File: src/rtl/psum_sfu_if.sv
// Handshake bundle between the mac column output, the psum special-function unit and its consumer.
// The slave modport is the unit's view; the master modport is the producer/consumer side.
interface psum_sfu_if #(
    parameter int psum_bw = 16,
    parameter int cnt_bw  = 8
);
    logic                      in_valid;
    logic signed [psum_bw-1:0] in_psum;
    logic                      in_last;
    logic                      relu_en;
    logic                      in_ready;
    logic                      out_valid;
    logic                      out_ready;
    logic signed [psum_bw-1:0] out_data;
    logic [cnt_bw-1:0]         out_cnt;
    logic                      out_ovf;

    modport slave (
        input  in_valid, in_psum, in_last, relu_en, out_ready,
        output in_ready, out_valid, out_data, out_cnt, out_ovf
    );

    modport master (
        output in_valid, in_psum, in_last, relu_en, out_ready,
        input  in_ready, out_valid, out_data, out_cnt, out_ovf
    );
endinterface

File: src/rtl/psum_sfu.sv
// Partial-sum accumulator: sums a group of signed terms with wrap-around, tracks a sticky
// overflow flag and a saturating term count, and holds the (optionally ReLU'd) result until consumed.
//
// state | meaning
// IDLE  | no group open; next transfer starts a new group
// ACC   | group open; accumulating terms, gaps allowed
// HOLD  | result pending on the output; input stalled
module psum_sfu #(
    parameter int psum_bw = 16,
    parameter int cnt_bw  = 8
) (
    input  logic      clk,
    input  logic      reset,
    psum_sfu_if.slave sfu
);
    typedef enum logic [1:0] {
        IDLE = 2'd0,
        ACC  = 2'd1,
        HOLD = 2'd2
    } sfuState_t;

    localparam logic [cnt_bw-1:0] CntMax = '1;

    sfuState_t state, stateNext;

    logic signed [psum_bw-1:0] acc, accBase, accNext, outData;
    logic [cnt_bw-1:0]         cnt, cntNext, outCnt;
    logic                      ovf, ovfTerm, ovfNext, outOvf;
    logic                      xfer;

    assign sfu.in_ready  = (state != HOLD);
    assign sfu.out_valid = (state == HOLD);
    assign sfu.out_data  = outData;
    assign sfu.out_cnt   = outCnt;
    assign sfu.out_ovf   = outOvf;

    assign xfer = sfu.in_valid && sfu.in_ready;

    // A group opening from IDLE starts from a zero sum, count and flag regardless of stale registers.
    always_comb begin
        accBase = (state == IDLE) ? '0 : acc;
        accNext = accBase + sfu.in_psum;
        ovfTerm = (accBase[psum_bw-1] == sfu.in_psum[psum_bw-1]) &&
                  (accNext[psum_bw-1] != accBase[psum_bw-1]);
        ovfNext = ((state == IDLE) ? 1'b0 : ovf) | ovfTerm;
        if (state == IDLE)
            cntNext = cnt_bw'(1);
        else if (cnt == CntMax)
            cntNext = cnt;
        else
            cntNext = cnt + cnt_bw'(1);
    end

    always_ff @(posedge clk or posedge reset) begin
        if (reset)
            state <= IDLE;
        else
            state <= stateNext;
    end

    always_comb begin
        stateNext = state;
        case (state)
            IDLE, ACC: begin
                if (xfer)
                    stateNext = sfu.in_last ? HOLD : ACC;
            end
            HOLD: begin
                if (sfu.out_ready)
                    stateNext = IDLE;
            end
            default: stateNext = IDLE;
        endcase
    end

    always_ff @(posedge clk or posedge reset) begin
        if (reset) begin
            acc     <= '0;
            cnt     <= '0;
            ovf     <= 1'b0;
            outData <= '0;
            outCnt  <= '0;
            outOvf  <= 1'b0;
        end else if (xfer) begin
            acc <= accNext;
            cnt <= cntNext;
            ovf <= ovfNext;
            if (sfu.in_last) begin
                outData <= (sfu.relu_en && accNext[psum_bw-1]) ? '0 : accNext;
                outCnt  <= cntNext;
                outOvf  <= ovfNext;
            end
        end else if (state == HOLD && sfu.out_ready) begin
            acc <= '0;
            cnt <= '0;
            ovf <= 1'b0;
        end
    end
endmodule

File: src/flat_wrapper.sv
// flat-port wrapper written by rule: the top's interface ports become plain ports
module psum_sfu_flat 
#(
    parameter int psum_bw = 16,
    parameter int cnt_bw  = 8
)
  (clk, reset, sfu_in_valid, sfu_in_psum, sfu_in_last, sfu_relu_en, sfu_out_ready, sfu_in_ready, sfu_out_valid, sfu_out_data, sfu_out_cnt, sfu_out_ovf);
  psum_sfu_if #(.psum_bw(psum_bw), .cnt_bw(cnt_bw)) sfu_i ();
  input  logic clk;
  input  logic reset;
  input wire logic [$bits(sfu_i.in_valid)-1:0] sfu_in_valid;
  input wire logic [$bits(sfu_i.in_psum)-1:0] sfu_in_psum;
  input wire logic [$bits(sfu_i.in_last)-1:0] sfu_in_last;
  input wire logic [$bits(sfu_i.relu_en)-1:0] sfu_relu_en;
  input wire logic [$bits(sfu_i.out_ready)-1:0] sfu_out_ready;
  output wire logic [$bits(sfu_i.in_ready)-1:0] sfu_in_ready;
  output wire logic [$bits(sfu_i.out_valid)-1:0] sfu_out_valid;
  output wire logic [$bits(sfu_i.out_data)-1:0] sfu_out_data;
  output wire logic [$bits(sfu_i.out_cnt)-1:0] sfu_out_cnt;
  output wire logic [$bits(sfu_i.out_ovf)-1:0] sfu_out_ovf;
  assign sfu_i.in_valid = sfu_in_valid;
  assign sfu_i.in_psum = sfu_in_psum;
  assign sfu_i.in_last = sfu_in_last;
  assign sfu_i.relu_en = sfu_relu_en;
  assign sfu_i.out_ready = sfu_out_ready;
  assign sfu_in_ready = sfu_i.in_ready;
  assign sfu_out_valid = sfu_i.out_valid;
  assign sfu_out_data = sfu_i.out_data;
  assign sfu_out_cnt = sfu_i.out_cnt;
  assign sfu_out_ovf = sfu_i.out_ovf;
  psum_sfu #(.psum_bw(psum_bw), .cnt_bw(cnt_bw)) u_core (.clk(clk), .reset(reset), .sfu(sfu_i));
endmodule
File: config.mk
export PLATFORM = sky130hd
export DESIGN_NAME = psum_sfu_flat
export DESIGN_NICKNAME = d
export VERILOG_FILES = /design/src/rtl/psum_sfu_if.sv /design/src/rtl/psum_sfu.sv /design/src/flat_wrapper.sv
export SDC_FILE = /design/constraint.sdc
export NUM_CORES = 1
export LEC_CHECK = 0
export BUFFER_PORTS_ARGS = -buffer_cell sky130_fd_sc_hd__buf_2
export CAP_MARGIN = 10
export CORE_MARGIN = 1.5
export CORE_UTILIZATION = 55
export CTS_CLUSTER_DIAMETER = 60
export CTS_CLUSTER_SIZE = 10
export DETAILED_ROUTE_END_ITERATION = 8
export PLACE_DENSITY = 0.78
export SYNTH_ARGS = -nofsm -noshare
export SYNTH_HDL_FRONTEND = slang
export SYNTH_SLANG_ARGS = --single-unit
File: constraint.sdc
create_clock -name clk -period 3.4 [get_ports clk]
set_clock_uncertainty 0.1 [all_clocks]
set_input_delay 0.17 -clock clk [delete_from_list [all_inputs] [get_ports clk]]
set_output_delay 0.17 -clock clk [all_outputs]
set_load 0.005 [all_outputs]
Word-level counts from Yosys, hierarchy flattened. Cells that the tools add are included. Widths: inputs -> output; s select.

Logic and storage cells: 42. Input port bits: 22. Register bits: 52. Output and inout port bits: 27.

Add/subtract/negate cells: 2. Bitwise gates (word level): 1. Mux-type cells: 15. Equality and inequality tests: 8. Reductions and logical operators: 9.

Operator list (number): $mux 16 (4); $mux 8 (4); $add 16x16->16 (1); $add 8x1->8 const B (1); $eq 8x8->1 const B (1); $mux 2 (3); $logic_and 1x1->1 (4); $ne 2x2->1 const B (2); $pmux 2 s2 (1); $reduce_and 2->1 (2); $mux 1 (3); $eq 2x1->1 const B (1); $eq 2x2->1 const B (1); $logic_not 2->1 (1); $ne 2x1->1 const B (1); $reduce_bool 2->1 (1); $reduce_or 2->1 (1); $eq 1x1->1 (1); $ne 1x1->1 (1); $or 1x1->1 (1).

Logic depth before layout (Yosys ltp).
Depth after elaboration: 7. Mapped depth: 13. Depth with buffers taken out: 10.

Worst setup path after synthesis. OpenSTA, ideal clock, no wires.

Path kind: register to register. Start point: reg u_core.state[0]. End point: reg u_core.acc[12]. Period minus slack after synthesis: 3.109 ns. Stages on the path, launching flop included: 13. Required time: 3.179 ns. Data arrival time: 2.888 ns. Buffers on the path: 2. Setup slack: 0.291 ns. Library setup time: 0.121 ns. Path through: dfrtp_1 -> or2_1 -> buf_1 -> clkbuf_1 -> and2_1 -> ha_1 -> fa_1 -> a21o_1 -> a31o_2 -> a31oi_1 -> o21ai_0 -> xor2_1 -> a22o_1.

Word-level cells in the longest chain between the ends: 4. Elaborated cells between the ends (all ways): 9. Those cells by class: add/sub: 1; eq/ne: 2; mux: 2; reduce/logical: 4.

RTL lines: start, declared (RTL line psum_sfu.sv:24) `sfuState_t state, stateNext;`; start signal, assigned (RTL line psum_sfu.sv:58) `state <= stateNext;`; $logic_not 2->1 (RTL line psum_sfu.sv:41) `accBase = (state == IDLE) ? '0 : acc;`; $mux 16 (RTL line psum_sfu.sv:41); $add 16x16->16 (RTL line psum_sfu.sv:42) `accNext = accBase + sfu.in_psum;`; $mux 16 (RTL line psum_sfu.sv:84) `end else if (xfer) begin`; end signal, assigned (RTL line psum_sfu.sv:85) `acc <= accNext;`; end, declared (RTL line psum_sfu.sv:26) `logic signed [psum_bw-1:0] acc, accBase, accNext, outData;`.

Parallel ways exist; a longest one is shown, timed or not. A chain may end at the register's enable or synchronous reset.

Worst setup path after layout.
Start point: reg u_core.state[0]. End point: reg u_core.outData[0], in the netlist u_core.sfu.out_data[0].

Word-level cells in the longest chain between the ends: 5. Elaborated cells between the ends (all ways): 8. Those cells by class: add/sub: 1; eq/ne: 1; mux: 2; reduce/logical: 4.

RTL lines: $logic_not 2->1 (RTL line psum_sfu.sv:41); $mux 16 (RTL line psum_sfu.sv:41); $add 16x16->16 (RTL line psum_sfu.sv:42); $logic_and 1x1->1 (RTL line psum_sfu.sv:89) `outData <= (sfu.relu_en && accNext[psum_bw-1]) ? '0 : accNext;`; $mux 16 (RTL line psum_sfu.sv:89); end signal, assigned (RTL line psum_sfu.sv:89); end, declared (RTL line psum_sfu.sv:26).

Parallel ways exist; a longest one is shown, timed or not.

==> results.txt <==
The run finished with clean final reports. The proportion of synthesized chip area in sequential cells came out at 0.434. TritonCTS built the clock tree.

The xor and xnor fraction of the mapped netlist area is 0.0467. The commonest cells after synthesis are dfrtp_1, a22o_1, nand2_1. The distinct cell type count after synthesis came out at 54. IR analysis of the VDD net gives a maximum drop of 0.356 mV. The die covers 5910 um2.

Among all flip-flop cells after synthesis, the most frequent one is dfrtp_1. The share of total power in combinational logic came out at 0.466. By startpoint and endpoint, the worst setup path is classified as reg2reg.

The minimum clock period is 3.20 ns. The global-route wire length before repair came out at 11400 um. The tree is rooted in a clkbuf_8. The max-slew headroom at the worst pin is 0.616. The timing-limited maximum frequency is 312 MHz.

With fillers left out, the area of the finished cells amounts to 3490 um2. The antenna violation net count after detailed routing came out at 0. STA classifies the critical path startpoint as a flip-flop.

The final-stage net count is 398. The die is 76.9 um wide. Walking the worst path, the cells encountered are or2_1 > buf_4 > and2_1 > ha_1 > a21oi_2 > o22ai_1 > a211o_1 > or3_4 > a31oi_4 > buf_4 > a22o_1.

In this run, post-CTS hold repair placed 2 buffers. The register share of total power came out at 0.383. In the post-synthesis netlist, the cell with the most instances is dfrtp_1. The data arrival time of the critical path is 3.35 ns. In this run the worst path has a maximum fanout of 10. The sum of net half-perimeters after detailed placement came out at 4930 um.

The total area of sequential cells is 1300 um2. Routability-driven placement finished with a final weighted congestion of 0.904. The number of max-capacitance violations reported is 0.

The synthesized netlist cell count is 301. The final routed wirelength across all metal layers is 6870 um. The largest delay contributor family on the critical path is compound AO/OA/AOI/OAI gates. The largest individual stage delay along the critical path comes from the cell dfrtp_1. The cell that appears most often on the critical path is buf_4. Summed over all cells, the static leakage comes to 1.71 nW.

The number of hold violations in the final report came to 0. The kind of path behind the tightest hold check is in2reg. The number of antenna violations at the first check in global routing is 0.

The completed layout was analyzed and its total power is 2.43 mW. During synthesis, Yosys emitted a total of 0 warnings. Of the total power, the clock network draws 0.151. The worst path required time is 3.54 ns.

Synthesis produced a netlist with a net count of 340. The worst setup path is captured at a flip-flop. CTS built an H-tree with a depth of 2. The cell area after technology mapping is 3000 um2. The buffers inserted during post-CTS setup optimization came out at 0. The portion of synthesized area spent on multiplexers is 0.00709. The share of layout cells above drive strength 1 came out at 0.219.

After clock tree synthesis, the repair step resized 0 gates. Summed over all nets, the switching power comes to 0.900 mW. Dividing total power by cell area gives a power density of 695 nW/um2.

The starting density of the core is 0.580. The number of clock sinks seen by CTS came out at 52. In this run, the number of DRC markers left after iteration 0 of detailed routing was 165. Counting the fill cells in the layout gives 418. The simple logic cell fraction of the synthesized area came out at 0.136. The count of standard-cell rows came out at 26. The overflow left after global routing came out at 0.

Setup repair after global routing left no endpoint under its margin. Of the total synthesized cell area, the portion taken by full adders, half adders and majority gates is 0.0734. The final clock period utilization by the worst path is 0.942. The synthesized area per cell came out at 9.97 um2. The compound-cell area share of the yosys netlist came out at 0.277.

The number of synthesized register bits is 52. By area, the combinational part of the netlist is dominated by compound AO/OA/AOI/OAI gates. The via count of the routed design is 2554. Buffers placed on the I/O ports in this run total 48. In the global route stage, overall resource usage came out at 0.243. The switching portion of total power is 0.371. Dividing the detail-routed wire length by the instance count gives 16.0 um.

The transition time at the pin with the least slew margin is 0.576 ns. The clock passes through at most 2 buffers. Setup total negative slack on the finished layout was measured at 0 ns. The utilization of the core after routing came out at 0.675. The area overhead of the layout relative to synthesis is 16.4%.

In the synthesized netlist the async set-or-reset flop fraction comes to 1.00. The number of iterations in the first detailed-routing pass is 4. Counting the buffers created by CTS gives 5.

The I/O pin count is 49. After synthesis, the cell types taking the most area are dfrtp_1, a22o_1, ha_1. The number of inserted diodes came out at 0. The maximum number of pins on one net before global-route repair is 53. The number of buffer and inverter instances along the worst setup path is 2. The clock latency on the worst-skew pair came out at 0.31 ns. Once placement finished, the instance area stood at 3350 um2.

The final number of setup-violating endpoints came out at 0. Yosys mapped a number of flops with a built-in enable equal to 0. On the final layout, the worst hold slack is 0.0215 ns. Of all cell types, the one taking the most synthesized area is dfrtp_1. The area share of the largest cell type after synthesis came out at 0.434. Dividing the detail-routed via count by the number of cells gives 5.94. The clock transition at the registers of the reported paths came out at 0.09 ns. The number of global-route vias before repair was 2392.

On the worst path, the slowest cell contributes a delay of 0.42 ns. The multi-input logic area is 1620 um2. The final count of pins violating max slew is 0.

The number of DRC violations after detailed routing came out at 0. Internal power comes to 1.53 mW. The area of the core region is 5170 um2.

The chip height came out at 76.9 um.
[state kept, by name (all words and copies together), names as in the netlist]
| signal | cells |
|---|---|
| u_core.acc | 16 |
| u_core.sfu.out_cnt | 8 |
| u_core.state | 2 |
| u_core.cnt | 8 |
| u_core.ovf | 1 |
| u_core.sfu.out_data | 16 |
| u_core.sfu.out_ovf | 1 |
[cell families (layout without fill, tap and decap cells)]
group | count (synthesis) | in the layout
XOR/XNOR | 16 | 16
AND/OR/NAND/NOR | 82 | 82
adder cells (fa/ha/maj) | 17 | 17
AO/OA/AOI/OAI | 114 | 114
buffers and inverters | 18 | 77
multiplexers | 2 | 2
flip-flops | 52 | 52
[worst reg2reg max path, cell delays in order, from the launching register on]
cell     delay (ns)
dfrtp_1        0.42
or2_1          0.25
buf_4          0.18
and2_1         0.17
ha_1           0.38
a21oi_2        0.16
o22ai_1        0.11
a211o_1        0.32
or3_4          0.40
a31oi_4        0.30
buf_4          0.21
a22o_1         0.14
[path summary, 6_finish.rpt]
path	end	from	slack, ns	depth (start not counted)
max	u_core.sfu.out_data[0]	u_core.state[0]	0.20	11
min	u_core.state[0]	sfu_in_valid	0.02	2
max reg2reg	u_core.sfu.out_data[0]	u_core.state[0]	0.20	11
min reg2reg	u_core.sfu.out_cnt[6]	u_core.sfu.out_cnt[6]	0.37	2
max in group asynchronous	u_core.sfu.out_data[4]	reset	2.29	4
min in group asynchronous	u_core.acc[15]	reset	0.36	3
[per-layer routing]
layer  part of all wire  routed length (um)  track usage
met1               0.48                3290        0.355
met2               0.45                3110        0.375
met3              0.054                 374       0.0381
met4              0.014                  94       0.0667
met5                  0                   0            0
[stage by stage]
step,instances,worst slack (ns)
final,430,0.196
after floorplan,301,0.291
after global routing,430,0.0436
after detailed placement,418,0.227
after global placement,418,0.301
after CTS,428,0.207
[power groups by stage]
stage               clock, mW  combinational, mW  sequential, mW
CTS                     0.377               1.13           0.931
floorplan                   0              0.789           0.933
detailed placement          0               1.11           0.942
global placement            0               1.08           0.937
global route            0.397               1.25           0.959
finish                  0.367               1.13           0.930
[area by class of cell]
type,instances,area share
repair buffers,63,0.107
inverters,6,0.00645
well taps,70,0.0251
clock buffers,8,0.0258
flip-flops and latches,52,0.372
multi-input cells,231,0.463
[placed cells by master, fill, tap and decap left out, drive strengths merged, types with 4 or more instances in the layout]
master   n
and2    20
clkbuf   8
a22o    29
xnor2    8
a211oi   5
o21ai   23
a21oi   22
a32o     4
a21o     4
inv      6
ha      16
nor2    15
nand2   28
xor2     8
dfrtp   52
buf     60
nand3    9
No activity file was read; power rests on OpenSTA's default activity.
